File: config.mk
export PLATFORM = sky130hd
export DESIGN_NAME = reduce_gate_pipe
export DESIGN_NICKNAME = d
export VERILOG_FILES = /design/src/rtl/reduce_pkg.sv /design/src/rtl/reduce_stage.sv /design/src/rtl/reduce_gate_pipe.sv
export SDC_FILE = /design/constraint.sdc
export NUM_CORES = 1
export LEC_CHECK = 0
export ABC_CLOCK_PERIOD_IN_PS = 1760
export CORE_MARGIN = 5
export CORE_UTILIZATION = 45
export DETAILED_ROUTE_END_ITERATION = 10
export PLACE_DENSITY_LB_ADDON = 0.15
export SYNTH_ARGS = -nofsm -noshare
export SYNTH_HDL_FRONTEND = slang
export SYNTH_SLANG_ARGS = --single-unit
File: constraint.sdc
create_clock -name clk -period 1.76 [get_ports clk]
set_input_delay 0.176 -clock clk [delete_from_list [all_inputs] [get_ports clk]]
set_output_delay 0.176 -clock clk [all_outputs]
set_load 0.005 [all_outputs]
File: src/rtl/reduce_pkg.sv
// Shared definitions for the reduction gate pipeline.
//   op_t       : operation encoding carried alongside each beat
//   identity() : padding value that leaves a reduction unchanged
//   gate2()    : the 2-input gate used at every tree node
// NAND beats are reduced with the AND gate. The inversion is applied once,
// after the last tree level.
package reduce_pkg;

    typedef enum logic [1:0] {
        OP_AND  = 2'b00,
        OP_OR   = 2'b01,
        OP_XOR  = 2'b10,
        OP_NAND = 2'b11
    } op_t;

    localparam int CNT_W = 16;

    // Identity element of the reduction: 1 for AND/NAND, 0 for OR/XOR.
    function automatic logic identity(input op_t op);
        return (op == OP_AND) || (op == OP_NAND);
    endfunction

    // One tree node. NAND uses the plain AND here.
    function automatic logic gate2(input op_t op, input logic a, input logic b);
        logic r;
        case (op)
            OP_OR:   r = a | b;
            OP_XOR:  r = a ^ b;
            default: r = a & b;
        endcase
        return r;
    endfunction

endpackage

File: src/rtl/reduce_stage.sv
// One level of the reduction tree: pairwise gate of a W_IN-bit vector into a
// W_IN/2-bit vector, registered together with the beat's valid and op.
// Ports:
//   clk, rst_n          clock, asynchronous active-low reset
//   stall               freezes every register of this level
//   in_valid/in_op      qualifier and operation of the incoming beat
//   in_vec  [W_IN-1:0]  operand vector of this level
//   out_valid/out_op    registered qualifier and operation
//   out_vec [W_IN/2-1:0] registered gate outputs
// Data and op load only when a valid beat is taken, so the last valid
// result stays visible through bubbles.
module reduce_stage
    import reduce_pkg::*;
#(
    parameter int W_IN = 2
) (
    input  logic              clk,
    input  logic              rst_n,
    input  logic              stall,
    input  logic              in_valid,
    input  op_t               in_op,
    input  logic [W_IN-1:0]   in_vec,
    output logic              out_valid,
    output op_t               out_op,
    output logic [W_IN/2-1:0] out_vec
);

    localparam int W_OUT = W_IN / 2;

    logic [W_OUT-1:0] gate_vec;
    logic [W_OUT-1:0] vec_reg;
    logic             valid_reg;
    op_t              op_reg;

    generate
        for (genvar gi = 0; gi < W_OUT; gi++) begin : g_gate
            assign gate_vec[gi] = gate2(in_op, in_vec[2*gi], in_vec[2*gi+1]);
        end
    endgenerate

    always_ff @(posedge clk or negedge rst_n) begin
        if (!rst_n) begin
            valid_reg <= 1'b0;
            op_reg    <= OP_AND;
            vec_reg   <= '0;
        end else if (!stall) begin
            valid_reg <= in_valid;
            if (in_valid) begin
                op_reg  <= in_op;
                vec_reg <= gate_vec;
            end
        end
    end

    assign out_valid = valid_reg;
    assign out_op    = op_reg;
    assign out_vec   = vec_reg;

endmodule

File: src/rtl/reduce_gate_pipe.sv
// Pipelined N-input AND/OR/XOR/NAND reduction. There is one register level
// per tree level, so the latency is LAT = ceil(log2(N)) cycles.
// Optional feature: define REDUCE_CNT_EN to add res_cnt. It is a saturating
// count of valid results with y=1.
// Ports:
//   clk, rst_n     clock, asynchronous active-low reset
//   in_valid       in_data/in_op qualify this cycle
//   in_data [N-1:0] operand bits
//   in_op   [1:0]  00 AND, 01 OR, 10 XOR, 11 NAND
//   stall          freezes the whole pipeline; beats offered meanwhile are dropped
//   out_valid      y carries a fresh result this cycle
//   y              reduction result; holds the last valid value otherwise
//   res_cnt [15:0] (REDUCE_CNT_EN only) count of results with y=1
module reduce_gate_pipe
    import reduce_pkg::*;
#(
    parameter int N = 4
) (
    input  logic         clk,
    input  logic         rst_n,
    input  logic         in_valid,
    input  logic [N-1:0] in_data,
    input  logic [1:0]   in_op,
    input  logic         stall,
    output logic         out_valid,
    output logic         y
`ifdef REDUCE_CNT_EN
    ,
    output logic [CNT_W-1:0] res_cnt
`endif
);

    localparam int LAT   = $clog2(N);
    localparam int P     = 1 << LAT;   // leaves after padding
    localparam int BUS_W = 2 * P - 1;  // all tree levels packed end to end

    // Level l occupies P>>l bits starting at 2P - 2*(P>>l). Level 0 holds
    // the padded leaves, and level LAT holds the single root bit at BUS_W-1.
    logic [BUS_W-1:0] tree_bus;
    logic [LAT:0]     valid_bus;
    op_t              op_bus [0:LAT];

    assign valid_bus[0] = in_valid;
    assign op_bus[0]    = op_t'(in_op);

    generate
        for (genvar gi = 0; gi < P; gi++) begin : g_leaf
            if (gi < N) begin : g_data
                assign tree_bus[gi] = in_data[gi];
            end else begin : g_pad
                assign tree_bus[gi] = identity(op_bus[0]);
            end
        end

        for (genvar gi = 0; gi < LAT; gi++) begin : g_level
            localparam int W     = P >> gi;
            localparam int OFF_I = 2 * P - 2 * W;
            localparam int OFF_O = 2 * P - W;

            reduce_stage #(
                .W_IN(W)
            ) u_stage (
                .clk      (clk),
                .rst_n    (rst_n),
                .stall    (stall),
                .in_valid (valid_bus[gi]),
                .in_op    (op_bus[gi]),
                .in_vec   (tree_bus[OFF_I +: W]),
                .out_valid(valid_bus[gi+1]),
                .out_op   (op_bus[gi+1]),
                .out_vec  (tree_bus[OFF_O +: W/2])
            );
        end
    endgenerate

    // The root and its op are held together, so the NAND inversion applied
    // here stays consistent with the last valid beat during bubbles.
    // After reset the root is 0 and the op is AND, so y is 0.
    assign out_valid = valid_bus[LAT];
    assign y         = tree_bus[BUS_W-1] ^ (op_bus[LAT] == OP_NAND);

`ifdef REDUCE_CNT_EN
    logic [CNT_W-1:0] cnt_reg;

    // Counting only on non-stalled edges makes a result that is frozen at the
    // output increment the count exactly once.
    always_ff @(posedge clk or negedge rst_n) begin
        if (!rst_n) begin
            cnt_reg <= '0;
        end else if (!stall && out_valid && y && (cnt_reg != {CNT_W{1'b1}})) begin
            cnt_reg <= cnt_reg + 1'b1;
        end
    end

    assign res_cnt = cnt_reg;
`endif

endmodule

==> impl_metrics.py <==
metrics = {
    "status": {
        "outcome": "complete, no violations",
    },
    "final_layout": {
        "fillers": 128,
        "layout-area-overhead-vs-synth_pct": 22.2,
        "fin_nets": 97,
        "drive_gt1_frac": 0.0789,
        "multi_input_area_um2": 302,
        "seq_area_um2": 225,
        "fin_util": 0.569,
        "antenna_cells": 0,
    },
    "routing": {
        "ant_nets": 0,
        "drc": 0,
        "drtPass1Iterations": 1,
        "vias_per_cell": 4.82,
        "routed_wl_um": 876,
        "vias": 439,
        "first_iter_violations": 0,
        "routedWlPerCell_um": 9.63,
    },
    "cts": {
        "numCtsBuffers": 3,
        "postCtsSetupBuffers": 0,
        "cts_sinks": 9,
        "cts_tree": "yes",
        "cts_root_buf": "clkbuf_4",
        "cts_hold_buf": 0,
        "h-tree-depth": 1,
        "clkTransAtPathRegs_ns": 0.06,
        "cts_buffer_depth": 2,
        "ctsResizeCount": 0,
        "clock_latency_ns": 0.25,
    },
    "die": {
        "die_area_mm2": 0.00216,
        "start_util": 0.465,
        "die_h_um": 46.5,
        "io_pins": 12,
        "die_w_um": 46.5,
        "core_area_mm2": 0.00128,
        "rows": 13,
    },
    "yosys": {
        "yosysTopAreaCellShare": 0.377,
        "synthesis.area_um2": 598,
        "yosys_warnings": 0,
        "syn_nets": 83,
        "ys_seq_area_frac": 0.377,
        "synth_top_area_cell": "dfrtp_1",
        "ys_ff_latch": 9,
        "synth_area_leaders": "dfrtp_1 38%, ha_1 21%, inv_1 8.2%",
        "ys_types": 15,
        "synthCells": 63,
        "syn_avg_cell_area_um2": 9.49,
    },
    "global_routing": {
        "grt_pass1_vias": 396,
        "grt.total_usage": 0.0974,
        "grt_max_degree": 10,
        "grt_overflow": 0,
        "grt_pass1_wl_um": 1480,
        "antenna_found_initial": 0,
    },
    "run": {
        "drv_cap": 0,
    },
    "pwr": {
        "seqPwrFrac": 0.451,
        "power_frac_comb": 0.286,
        "switchingPower_mw": 0.168,
        "powerDensity_mw_per_mm2": 818,
        "netSwitchingFraction": 0.281,
        "power.leakage_nw": 0.384,
        "irDropWorstVdd_mv": 0.284,
        "clkPwrFrac": 0.263,
        "intPower_mw": 0.430,
    },
    "worst_setup_path": {
        "worstPathMaxFanout": 2,
        "crit_type": "flip-flop to primary output",
        "critical_path.startpoint_type": "flip-flop",
        "arrival_ns": 1.35,
        "cp.required_ns": 1.58,
        "end_kind": "primary output",
        "rr_worst_depth": 5,
    },
    "min_path": {
        "worst_hold_path_type": "input pin to async pin",
    },
    "placed_design": {
        "hpwl_um": 741,
        "port-buffer-count": 11,
        "gp_congestion": 0.670,
    },
    "sta": {
        "fin_crit_ns": 1.52,
        "fin_tns_setup_ns": 0,
        "clock-skew-final_ns": 0.00404,
        "relSlewSlack": 0.734,
        "worstMarginPinSlew_ns": 0.398,
        "final-setup-viol-count": 0,
        "hold_slack_ns": 0.210,
        "clock.fmax_mhz": 657,
        "period_share": 0.865,
        "slew_violations": 0,
        "rsz0062_at_grt": "no",
        "hold_viol": 0,
    },
}
-- cell usage after synthesis --
| cell | count |
|---|---|
| o31ai_2 | 2 |
| nand2b_1 | 2 |
| o21ai_0 | 2 |
| nor2b_1 | 2 |
| ha_1 | 10 |
| nand2_1 | 11 |
| a21oi_1 | 3 |
| mux2i_1 | 1 |
| nand2b_4 | 1 |
| dfrtp_1 | 9 |
| a221oi_1 | 2 |
| o21ai_1 | 2 |
| xnor2_1 | 1 |
| inv_1 | 13 |
| buf_6 | 2 |
-- sequential cells by signal, indices dropped and copies added, names as in the netlist --
signal and flops:
g_level.u_stage.out_op 4, g_level.u_stage.out_vec 3, g_level.u_stage.out_valid 2
-- power groups by stage --
stage                     logic, mW  clock network [mW]  registers [mW]
final                         0.171               0.157           0.270
after global routing          0.194               0.173           0.276
after CTS                     0.176               0.163           0.271
after detailed placement      0.175                   0           0.275
after global placement        0.171                   0           0.273
after floorplan               0.108                   0           0.268
-- per-layer routing --
| layer | up-vias | wire length (um) | global-route usage |
|---|---|---|---|
| li1 | 227 | - | - |
| met1 | 202 | 348 | 0.102 |
| met2 | 10 | 478 | 0.184 |
| met3 | 0 | 49 | 0.0117 |
| met4 | 0 | 0 | 0.0511 |
| met5 | - | 0 | 0 |
-- worst max-delay path, cell delays in order, from the launching register on --
cell and delay, ns:
dfrtp_1 0.38, nand2_1 0.08, xnor2_1 0.11, clkdlybuf4s50_1 0.51
-- cells by family (layout without fill, tap and decap cells) --
| logic type | count (synthesis) | in the layout | share of synthesized area |
|---|---|---|---|
| xor gates and xnor gates | 1 | 1 | 0.0146 |
| and+or+nand+nor | 16 | 16 | 0.134 |
| adders and majority gates | 10 | 10 | 0.209 |
| DFF | 9 | 9 | 0.377 |
| muxes | 1 | 1 | 0.0167 |
| buffers and inverters | 15 | 28 | 0.119 |
| AOI/OAI and AO/OA | 11 | 11 | 0.130 |
-- through the flow --
stage,worst slack (ns),power (mW),cells,cell area [um^2]
after CTS,0.213,0.610,91,731
after detailed placement,0.204,0.449,87,704
after global routing,0.187,0.643,91,731
after global placement,0.216,0.443,87,704
after floorplan,0.755,0.376,63,598
final,0.238,0.598,91,731
-- placed cells by master, fill, tap and decap left out --
cell	count
xnor2_1	1
o21ai_0	2
ha_1	10
nand2b_4	1
clkbuf_4	3
nor2b_1	2
o21ai_1	2
nand2b_1	2
o31ai_2	2
clkdlybuf4s50_1	11
a21oi_1	3
inv_1	13
dfrtp_1	9
clkbuf_1	1
nand2_1	11
mux2i_1	1
a221oi_1	2
-- path summary, 6_finish.rpt --
| check | start | endpoint | slack [ns] |
|---|---|---|---|
| worst max-delay path | g_level[1].u_stage.out_op[0]$_DFFE_PN0P_ | y | 0.24 |
| worst min-delay path | rst_n | g_level[1].u_stage.out_op[0]$_DFFE_PN0P_ | 0.21 |
| worst max register to register | g_level[0].u_stage.out_op[0]$_DFFE_PN0P_ | g_level[1].u_stage.out_vec$_DFFE_PN0P_ | 0.70 |
| worst min register to register | g_level[0].u_stage.out_valid$_DFFE_PN0N_ | g_level[0].u_stage.out_valid$_DFFE_PN0N_ | 0.48 |
| max in group asynchronous | rst_n | g_level[0].u_stage.out_valid$_DFFE_PN0N_ | 1.27 |
| min in group clk | g_level[0].u_stage.out_valid$_DFFE_PN0N_ | g_level[0].u_stage.out_valid$_DFFE_PN0N_ | 0.48 |
-- final cells by class --
class	instances	share of cell area
Clock buffer	4	0.0360
Inverter	13	0.0668
Multi-Input combinational cell	39	0.413
Sequential cell	9	0.308
Tap cell	15	0.0257
Timing Repair Buffer	11	0.151
(Power assumes the default switching activity.)
